<file path="src/rtl/ext_mem_host_pkg.sv">
// Shared types for the external-memory host initiator.
// Op encodings, FSM states and the registered output bundle.
package ext_mem_host_pkg;

  localparam int EXT_ADDR_W  = 64;
  localparam int IMEM_DATA_W = 32;
  localparam int DMEM_DATA_W = 64;

  localparam logic [2:0] OP_NOP     = 3'd0;
  localparam logic [2:0] OP_IMEM_WR = 3'd1;
  localparam logic [2:0] OP_IMEM_RD = 3'd2;
  localparam logic [2:0] OP_DMEM_WR = 3'd3;
  localparam logic [2:0] OP_DMEM_RD = 3'd4;
  localparam logic [2:0] OP_RUN     = 3'd5;
  localparam logic [2:0] OP_CNT_RD  = 3'd6;

  typedef enum logic [2:0] {
    S_IDLE,
    S_WR,
    S_RD,
    S_WAIT,
    S_RUN,
    S_RESP
  } state_t;

  typedef struct packed {
    logic                   cmd_ready;
    logic                   rsp_valid;
    logic [63:0]            rsp_data;
    logic                   busy;
    logic                   cpu_enable;
    logic [EXT_ADDR_W-1:0]  imem_addr;
    logic                   imem_wen;
    logic                   imem_ren;
    logic [IMEM_DATA_W-1:0] imem_wdata;
    logic [EXT_ADDR_W-1:0]  dmem_addr;
    logic                   dmem_wen;
    logic                   dmem_ren;
    logic [DMEM_DATA_W-1:0] dmem_wdata;
  } host_out_t;

endpackage

</file>
<file path="src/rtl/ext_mem_host_run_ctr.sv">
// Loadable down-counter with a terminal flag at 1.
// Shared by the read-latency wait and the run-length count.
module ext_mem_host_run_ctr #(
  parameter int CNT_W = 32
) (
  input  logic             clk,
  input  logic             arst_n,
  input  logic             load,
  input  logic [CNT_W-1:0] load_val,
  input  logic             dec,
  output logic             term
);

  logic [CNT_W-1:0] cnt;

  always_ff @(posedge clk or negedge arst_n) begin
    if (!arst_n) begin
      cnt <= '0;
    end else if (load) begin
      cnt <= load_val;
    end else if (dec && cnt != '0) begin
      cnt <= cnt - 1'b1;
    end
  end

  assign term = (cnt == CNT_W'(1));

endmodule

</file>
<file path="src/rtl/ext_mem_host.sv">
// Host initiator driving the CPU imem/dmem back-door ports and enable.
// Optional run-cycle counter: define EXT_MEM_HOST_CYCLE_CNT_EN.
module ext_mem_host
  import ext_mem_host_pkg::*;
#(
  parameter int RD_LAT = 1,
  parameter int CNT_W  = 32
) (
  input  logic        clk,
  input  logic        arst_n,
  input  logic        cmd_valid,
  output logic        cmd_ready,
  input  logic [2:0]  cmd_op,
  input  logic [63:0] cmd_addr,
  input  logic [63:0] cmd_data,
  output logic        rsp_valid,
  input  logic        rsp_ready,
  output logic [63:0] rsp_data,
  output logic        busy,
  output logic        cpu_enable,
  output logic [63:0] addr_ext,
  output logic        wen_ext,
  output logic        ren_ext,
  output logic [31:0] wdata_ext,
  input  logic [31:0] rdata_ext,
  output logic [63:0] addr_ext_2,
  output logic        wen_ext_2,
  output logic        ren_ext_2,
  output logic [63:0] wdata_ext_2,
  input  logic [63:0] rdata_ext_2
);

  state_t           state, state_d;
  host_out_t        o, o_d;
  logic [2:0]       op_q, op_d;
  logic [CNT_W-1:0] len_q, len_d;
  logic [CNT_W-1:0] cmd_len, ld_val;
  logic             ld, dec, term;
  logic [63:0]      cyc_cnt;
  logic             is_wr, is_rd, is_run, is_cnt, is_imem;

  assign cmd_len = cmd_data[CNT_W-1:0];
  assign is_wr   = (cmd_op == OP_IMEM_WR) || (cmd_op == OP_DMEM_WR);
  assign is_rd   = (cmd_op == OP_IMEM_RD) || (cmd_op == OP_DMEM_RD);
  assign is_run  = (cmd_op == OP_RUN);
  assign is_cnt  = (cmd_op == OP_CNT_RD);
  assign is_imem = (cmd_op == OP_IMEM_WR) || (cmd_op == OP_IMEM_RD);

  ext_mem_host_run_ctr #(
    .CNT_W (CNT_W)
  ) u_ctr (
    .clk      (clk),
    .arst_n   (arst_n),
    .load     (ld),
    .load_val (ld_val),
    .dec      (dec),
    .term     (term)
  );

`ifdef EXT_MEM_HOST_CYCLE_CNT_EN
  always_ff @(posedge clk or negedge arst_n) begin
    if (!arst_n) begin
      cyc_cnt <= '0;
    end else if (o.cpu_enable && !(&cyc_cnt)) begin
      cyc_cnt <= cyc_cnt + 64'd1;
    end
  end
`else
  assign cyc_cnt = '0;
`endif

  always_ff @(posedge clk or negedge arst_n) begin
    if (!arst_n) begin
      state       <= S_IDLE;
      o           <= '0;
      o.cmd_ready <= 1'b1;
      op_q        <= OP_NOP;
      len_q       <= '0;
    end else begin
      state <= state_d;
      o     <= o_d;
      op_q  <= op_d;
      len_q <= len_d;
    end
  end

  always_comb begin
    state_d      = state;
    o_d          = o;
    op_d         = op_q;
    len_d        = len_q;
    o_d.cpu_enable = 1'b0;
    o_d.imem_wen = 1'b0;
    o_d.imem_ren = 1'b0;
    o_d.dmem_wen = 1'b0;
    o_d.dmem_ren = 1'b0;
    ld           = 1'b0;
    ld_val       = '0;
    dec          = 1'b0;
    unique case (state)
      S_IDLE: begin
        if (cmd_valid) begin
          op_d  = cmd_op;
          len_d = cmd_len;
          unique case (1'b1)
            is_wr: begin
              state_d = S_WR;
              if (is_imem) begin
                o_d.imem_wen   = 1'b1;
                o_d.imem_addr  = cmd_addr;
                o_d.imem_wdata = cmd_data[31:0];
              end else begin
                o_d.dmem_wen   = 1'b1;
                o_d.dmem_addr  = cmd_addr;
                o_d.dmem_wdata = cmd_data;
              end
            end
            is_rd: begin
              state_d = S_RD;
              if (is_imem) begin
                o_d.imem_ren  = 1'b1;
                o_d.imem_addr = cmd_addr;
              end else begin
                o_d.dmem_ren  = 1'b1;
                o_d.dmem_addr = cmd_addr;
              end
            end
            is_run: begin
              if (cmd_len != '0) begin
                state_d        = S_RUN;
                o_d.cpu_enable = 1'b1;
                ld             = 1'b1;
                ld_val         = cmd_len;
              end else begin
                state_d      = S_RESP;
                o_d.rsp_data = '0;
              end
            end
            is_cnt: begin
              state_d      = S_RESP;
              o_d.rsp_data = cyc_cnt;
            end
            default: ;
          endcase
        end
      end
      S_WR: state_d = S_IDLE;
      S_RD: begin
        state_d = S_WAIT;
        ld      = 1'b1;
        ld_val  = CNT_W'(RD_LAT);
      end
      S_WAIT: begin
        dec = 1'b1;
        if (term) begin
          state_d      = S_RESP;
          o_d.rsp_data = (op_q == OP_IMEM_RD) ? 64'(rdata_ext)
                                               : rdata_ext_2;
        end
      end
      S_RUN: begin
        dec = 1'b1;
        // Counter at 1 marks the last enabled cycle.
        if (term) begin
          state_d      = S_RESP;
          o_d.rsp_data = 64'(len_q);
        end else begin
          o_d.cpu_enable = 1'b1;
        end
      end
      S_RESP: if (rsp_ready) state_d = S_IDLE;
      default: state_d = S_IDLE;
    endcase
    o_d.cmd_ready = (state_d == S_IDLE);
    o_d.rsp_valid = (state_d == S_RESP);
    o_d.busy      = (state_d != S_IDLE);
  end

  assign cmd_ready   = o.cmd_ready;
  assign rsp_valid   = o.rsp_valid;
  assign rsp_data    = o.rsp_data;
  assign busy        = o.busy;
  assign cpu_enable  = o.cpu_enable;
  assign addr_ext    = o.imem_addr;
  assign wen_ext     = o.imem_wen;
  assign ren_ext     = o.imem_ren;
  assign wdata_ext   = o.imem_wdata;
  assign addr_ext_2  = o.dmem_addr;
  assign wen_ext_2   = o.dmem_wen;
  assign ren_ext_2   = o.dmem_ren;
  assign wdata_ext_2 = o.dmem_wdata;

endmodule

</file>
<file path="config.mk">
export PLATFORM = sky130hd
export DESIGN_NAME = ext_mem_host
export DESIGN_NICKNAME = d
export VERILOG_FILES = /design/src/rtl/ext_mem_host_pkg.sv /design/src/rtl/ext_mem_host_run_ctr.sv /design/src/rtl/ext_mem_host.sv
export SDC_FILE = /design/constraint.sdc
export NUM_CORES = 1
export LEC_CHECK = 0
export ABC_AREA = 1
export CAP_MARGIN = 20
export CELL_PAD_IN_SITES_DETAIL_PLACEMENT = 0
export CELL_PAD_IN_SITES_GLOBAL_PLACEMENT = 1
export CORE_MARGIN = 3
export CORE_UTILIZATION = 30
export DETAILED_ROUTE_END_ITERATION = 6
export HOLD_SLACK_MARGIN = 0.08
export PLACE_DENSITY = 0.77
export SYNTH_ARGS = -nofsm -noshare
export SYNTH_HDL_FRONTEND = slang
export SYNTH_HIERARCHICAL = 1
export SYNTH_SLANG_ARGS = --single-unit
export TNS_END_PERCENT = 1
</file>
<file path="constraint.sdc">
create_clock -name clk -period 2.35 [get_ports clk]
set_input_delay 0.47 -clock clk [delete_from_list [all_inputs] [get_ports clk]]
set_output_delay 0.47 -clock clk [all_outputs]
set_load 0.1 [all_outputs]
</file>
==> results.tsv, run 1 <==
stage	metric	value	unit
floorplan	rows	86	
synthesis	seq_area_frac_synth	54.31	%
worst_setup_path	cpMaxStageDelayCell	dfrtp_1	
detailed_routing	firstDrtPassIters	5	
synthesis	netlist_area	16860	µm²
sta	holdWs	380.4	ps
worst_setup_path	rrSetupSlack	100	ps
worst_setup_path	critPathMaxFanout	7	
floorplan	ios	527	
worst_setup_path	cp.arrival	2760	ps
synthesis	synth-edff-count	0	
grt	grtUsageTotal	21.61	%
sta	fin_crit	2252	ps
clock_network	cts_tree	built	
detailed_routing	wl_per_cell	18.92	µm
clock_network	cts_buffers	45	
placed_design	dp.cells	3396	
synthesis	synthArstFlopShare	100.0	%
clock_network	clock-sinks	366	
detailed_routing	routed_via_density	4.734	
finish	fin_util	45.11	%
floorplan	dieArea	59100	µm²
detailed_routing	wl_met1	27290	µm
synthesis	yosysTopAreaCell	dfrtp_1	
worst_setup_path	worstSetupEndpoint	rsp_data[37]	
sta	tightest_slew	506.0	ps
clock_network	cts_max_path_buffers	3	
detailed_routing	vias	16551	
worst_setup_path	crit_path_start_kind	flop	
placed_design	portBuffers	526	
sta	fin_crit_sh	95.82	%
grt	gr-total-overflow	0	
floorplan	core	55310	µm²
placed_design	hpwl	49460	µm
synthesis	syn_nets	2347	
worst_setup_path	crit_chain	nor2_2 > nand3_2 > nor4_4 > buf_4 > inv_1 > a21oi_4 > buf_6 > clkbuf_16 > nand3_1 > nand2_1	
floorplan	die_h	243.1	µm
synthesis	synth_top_area_share	54.16	%
worst_setup_path	r2r_end	rsp_data[37]	
sta	maxSlewViolCount	0	
synthesis	syn_inst	2114	
worst_setup_path	end_kind	flop	
finish	area_growth	47.94	%
min_path	hold_path_class	in -> async	
synthesis	ys_warn_count	6	
job	max_cap_violations	0	
grt	grt_pass1_vias	16733	
synthesis	ys_types	39	
grt	grt_max_degree	68	
grt	grt_pass1_wl	100400	µm
floorplan	die_x	243.1	µm
placed_design	pre_cts_ws	-391.3	ps
detailed_routing	postRouteAntennaNets	0	
detailed_routing	drc_errors	0	
synthesis	yosys_most_used_dff	dfrtp_1	
clock_network	clkTransAtPathRegs	60	ps
outcome	status	finished clean	
sta	clock_skew	18.50	ps
detailed_routing	routed_wl	66140	µm
clock_network	h-tree-depth	2	
detailed_routing	route.met3.wl	5143	µm
detailed_routing	met2WireLength	31650	µm
detailed_routing	dr.max_layer_used	met5	
placed_design	place.gp.congestion	0.8870	
finish	fill_cells	5554	
sta	setup_viol	0	
worst_setup_path	cp.required	2850	ps
clock_network	insertion_delay	580	ps
grt	antenna_found_initial	9	
worst_setup_path	r2r_cells	10	
worst_setup_path	worstSetupPathType	reg -> reg	
synthesis	synthMostInstantiatedCell	nand2_1	
synthesis	synth_seq_cells	366	
synthesis	synth_area_leaders	dfrtp_1 (54%), nand2_1 (14%), nand3_1 (7.5%)	
floorplan	start_util	30.49	%
clock_network	root_buffer	clkbuf_16	
synthesis	syn_avg_cell_area	7.978	µm²
sta	slew_headroom	66.14	%
sta	fmax	444.1	MHz
detailed_routing	drtIter0Drc	1062	
worst_setup_path	critPathMaxStageDelay	420	ps
sta	setup_ws	98.28	ps
synthesis	synthTopCellsByCount	nand2_1 (627), dfrtp_1 (365), nand3_1 (253)	
worst_setup_path	reg2reg_from	u_ctr/cnt[8]	
worst_setup_path	timing.critical_path.from	u_ctr/cnt[8]	
finish	layout-drive-gt1-share	21.76	%
finish	stdcell_count	3496	
finish	final_net_count	2944	
sta	finalHoldViolCount	0	
-- state kept, by name, indices dropped and copies added (netlist names), 32 cells and up --
| name | count |
|---|---|
| wdata_ext | 32 |
| len_q | 32 |
| addr_ext_2 | 64 |
| rsp_data | 64 |
| addr_ext | 64 |
| wdata_ext_2 | 64 |
| u_ctr/cnt | 32 |
-- cell type report --
class / count / area [µm²] / area share, %
Timing Repair Buffer: 677 / 6025 / 24.15
Clock inverter: 23 / 329.1 / 1.319
Tap cell: 748 / 935.9 / 3.751
Multi-Input combinational cell: 1433 / 6545 / 26.23
Clock buffer: 57 / 1231 / 4.935
Sequential cell: 366 / 9168 / 36.74
Inverter: 188 / 706.9 / 2.833
Antenna cell: 4 / 10.01 / 0.04012
-- cell usage in the layout (no fill, tap or decap), types with 10 or more instances in the layout --
cell and instances:
buf_4 416, dfrtp_1 359, o21ai_1 35, o21ai_0 238
clkbuf_16 47, clkdlybuf4s50_1 229, inv_1 179, buf_12 25
nor2_2 12, o21ai_2 13, nand3_1 252, nand2_1 620
nor2_1 172, o22ai_1 29, nand4_1 10
-- logic make-up after synthesis --
family | synth area share [%]
flip-flops | 54.31
adder cells (fa/ha/maj) | 0.1484
XOR/XNOR | 0.3635
buffers and inverters | 7.671
AND/OR/NAND/NOR | 27.29
AO/OA/AOI/OAI | 10.22
-- critical path: cells and delay by family (launching register included) --
| family | cells | cell delay, ps |
|---|---|---|
| buf+inv | 4 | 600 |
| simple gates | 5 | 890 |
| flops | 1 | 420 |
| compound gates | 1 | 260 |
-- per-stage QoR --
step	area, µm²	setup TNS, ps
detailed placement	23110	-33680
finish	24950	0
global placement	23110	-28800
global route	24950	-294.6
floorplan	16870	0
CTS	24740	0
-- layer usage --
| layer | GRT usage, % | up-vias |
|---|---|---|
| li1 | - | 7948 |
| met1 | 26.80 | 7945 |
| met2 | 36.10 | 525 |
| met3 | 6.606 | 123 |
| met4 | 6.784 | 10 |
| met5 | 0 | - |
-- worst min-delay path by stage --
| stage | startpoint | end | slack [ps] |
|---|---|---|---|
| 4_1_cts | arst_n | wdata_ext_2[56] | 360 |
| 3_3_place_gp | arst_n | wdata_ext_2[56] | 380 |
| 5_1_grt | arst_n | wdata_ext_2[56] | 370 |
| 3_5_place_dp | arst_n | wdata_ext_2[56] | 380 |
| 2_1_floorplan | arst_n | addr_ext[0] | 170 |
| 6_report | arst_n | wdata_ext_2[56] | 380 |
-- what timing repair did --
item / in CTS / in global routing
hold buffers: 1 / 0
hold endpoints to repair: 25 / 0
setup endpoints to repair: 67 / 67
resized for setup: 9 / 25
pin swaps: 2 / 6
cloned: 0 / 3
buffers inserted: 3 / 10
Power of run 1 is not shown: default switching activity piles up to over one toggle a cycle in this logic, so the estimate is an artifact.
==> inputs of run 2 (changes only) <==
CORE_MARGIN = 4   (was 3)
==> run 2 against run 1 <==
Clock skew fell by 4.2 ps. Die area rose by 1.7%. First-iteration DRC count is 4.0% higher. Largest cell class unchanged. Critical endpoint is now rsp_data[16]. Non-clock buffer count up 4. Hold slack improved by 69 ps. Setup slack worse by 17 ps. Count of clock-buffer cells in the layout rose by 3. Register-to-register slack lost 20 ps. Sequential share of layout area shrank 0.22 points. Fmax fell by 0.74%. Design area grew 0.62%. Wire length up 4.1%.
==> results.tsv, run 2 (same netlist as run 1, synthesis figures left out) <==
stage	metric	value	unit	change
grt	grt_max_degree	65		was 68
sta	setup_viol	0		unchanged
outcome	status	finished clean		unchanged
detailed_routing	postRouteAntennaNets	0		unchanged
sta	clock_skew	14.34	ps	was 18.50 ps
clock_network	cts_max_path_buffers	3		unchanged
worst_setup_path	cp.required	2840	ps	was 2850 ps
sta	fin_crit	2268	ps	was 2252 ps
clock_network	insertion_delay	560	ps	was 580 ps
grt	antenna_found_initial	9		unchanged
sta	maxSlewViolCount	0		unchanged
clock_network	clock-sinks	366		unchanged
finish	mostFrequentLayoutCell	nand2_1		unchanged
grt	gr-total-overflow	0		unchanged
job	max_cap_violations	0		unchanged
floorplan	ios	527		unchanged
sta	tightest_slew	753.4	ps	was 506.0 ps
detailed_routing	wl_per_cell	19.69	µm	was 18.92 µm
detailed_routing	drc_errors	0		unchanged
detailed_routing	routed_wl	68880	µm	was 66140 µm
grt	grt_pass1_wl	102600	µm	was 100400 µm
detailed_routing	drtIter0Drc	1105		was 1062
placed_design	dpl-instance-area	23060	µm²	was 23110 µm²
sta	slew_headroom	49.78	%	was 66.14%
placed_design	place.gp.congestion	0.8853		was 0.8870
detailed_routing	firstDrtPassIters	6		was 5
finish	fin_util	45.30	%	was 45.11%
grt	grtUsageTotal	21.78	%	was 21.61%
min_path	hold_path_class	in -> async		unchanged
finish	final_net_count	2946		was 2944
finish	final_area	25110	µm²	was 24950 µm²
worst_setup_path	end_kind	flop		unchanged
sta	fin_crit_sh	96.53	%	was 95.82%
worst_setup_path	worstSetupPathType	reg -> reg		unchanged
sta	fmax	440.8	MHz	was 444.1 MHz
worst_setup_path	crit_top_cell	nor2_4		
floorplan	rows	86		unchanged
floorplan	dieArea	60070	µm²	was 59100 µm²
floorplan	start_util	30.43	%	was 30.49%
worst_setup_path	critPathMaxStageDelay	440	ps	was 420 ps
worst_setup_path	critPathMaxFanout	13		was 7
floorplan	die_x	245.1	µm	was 243.1 µm
placed_design	portBuffers	526		unchanged
finish	layout_common_cells	nand2_1 (606), buf_4 (415), dfrtp_1 (357), nand3_1 (251), o21ai_0 (238)		was nand2_1 (620), buf_4 (416), dfrtp_1 (359), nand3_1 (252), o21ai_0 (238)
worst_setup_path	crit_chain	nor2_4 > nand2_2 > nor2_4 > nand2_4 > nor4_4 > buf_4 > inv_4 > a21oi_4 > buf_6 > buf_12 > nand3_1 > nand2_1		was nor2_2 > nand3_2 > nor4_4 > buf_4 > inv_1 > a21oi_4 > buf_6 > clkbuf_16 > nand3_1 > nand2_1
sta	rsz0062_at_grt	true		
grt	grt_pass1_vias	16768		was 16733
placed_design	pre_cts_ws	-472.0	ps	was -391.3 ps
clock_network	cts_buffers	43		was 45
finish	area_growth	48.86	%	was 47.94%
worst_setup_path	cpMaxStageDelayCell	dfrtp_2		was dfrtp_1
finish	layout-drive-gt1-share	22.40	%	was 21.76%
floorplan	die_h	245.1	µm	was 243.1 µm
finish	fill_cells	5518		was 5554
worst_setup_path	crit_path_start_kind	flop		unchanged
sta	finalHoldViolCount	0		unchanged
sta	holdWs	449.6	ps	was 380.4 ps
floorplan	core	55420	µm²	was 55310 µm²
clock_network	h-tree-depth	2		unchanged
detailed_routing	routed_via_density	4.783		was 4.734
worst_setup_path	cp.arrival	2760	ps	about the same
clock_network	root_buffer	clkbuf_16		unchanged
sta	setup_ws	81.52	ps	was 98.28 ps
clock_network	clkTransAtPathRegs	60	ps	about the same
placed_design	hpwl	50190	µm	was 49460 µm
clock_network	cts_tree	built		unchanged
detailed_routing	vias	16730		was 16551
[run 2: cell types whose count changed in the layout (fill, tap and decap cells not counted), sizes merged]
cell	change
clkinv	-5
buf	+1
clkinvlp	-1
bufinv	+1
clkbuf	+6
[run 2: final timing paths]
path                                from  slack (ps)              end  cells after the start
setup / recovery           u_ctr/cnt[16]          80     rsp_data[16]                     12
hold / removal                    arst_n         450  wdata_ext_2[54]                      2
setup reg to reg           u_ctr/cnt[16]          80     rsp_data[16]                     12
hold reg to reg             rsp_data[40]         470     rsp_data[40]                      2
max in group asynchronous         arst_n        1080     addr_ext[42]                      4
min in group clk            cmd_data[36]         450  wdata_ext_2[36]                      3
[run 2: metal layers]
layer	global-route usage, %	part of all wire (%)	vias up
met1	28.23	41	8078
met5	0	0.077	-
met4	5.487	2.3	8
met3	6.358	8.3	99
li1	-	-	7960
met2	35.93	48	585
[run 2: what timing repair did]
action                                 in CTS  in global routing
resized for setup                           4                 55
hold buffers                                1                  0
pin swaps                                   1                 14
setup endpoints to repair                  67                 78
setup buffers                               3                 11
cloned                                      1                  8
endpoints found under the hold margin      38                  0
[run 2: stage by stage]
stage,setup TNS (ps),std cells
2_1_floorplan,0,2114
3_3_place_gp,-25700,3393
3_5_place_dp,-27700,3393
4_1_cts,0,3476
5_1_grt,-1723,3496
6_report,0,3498
[run 2: worst max-delay path: cells and delay by family, from the launching register on]
kind                   cells  cell delay [ps]
flip-flops                 1              440
AND/OR/NAND/NOR            7              910
buffers and inverters      4              580
AO/OA/AOI/OAI              1              260
[run 2: cell type report]
cell class                 instances  area, µm²  area share [%]
sequential                       366       9170           36.53
multi-input combinational       1433       6609           26.32
timing repair buffer             681       6117           24.37
clock buffer                      60       1250           4.979
tap                              748      935.9           3.728
inverter                         188      709.4           2.826
clock inverter                    18      304.0           1.211
antenna                            4      10.01         0.03987
Power of run 2 is left out for the same reason.
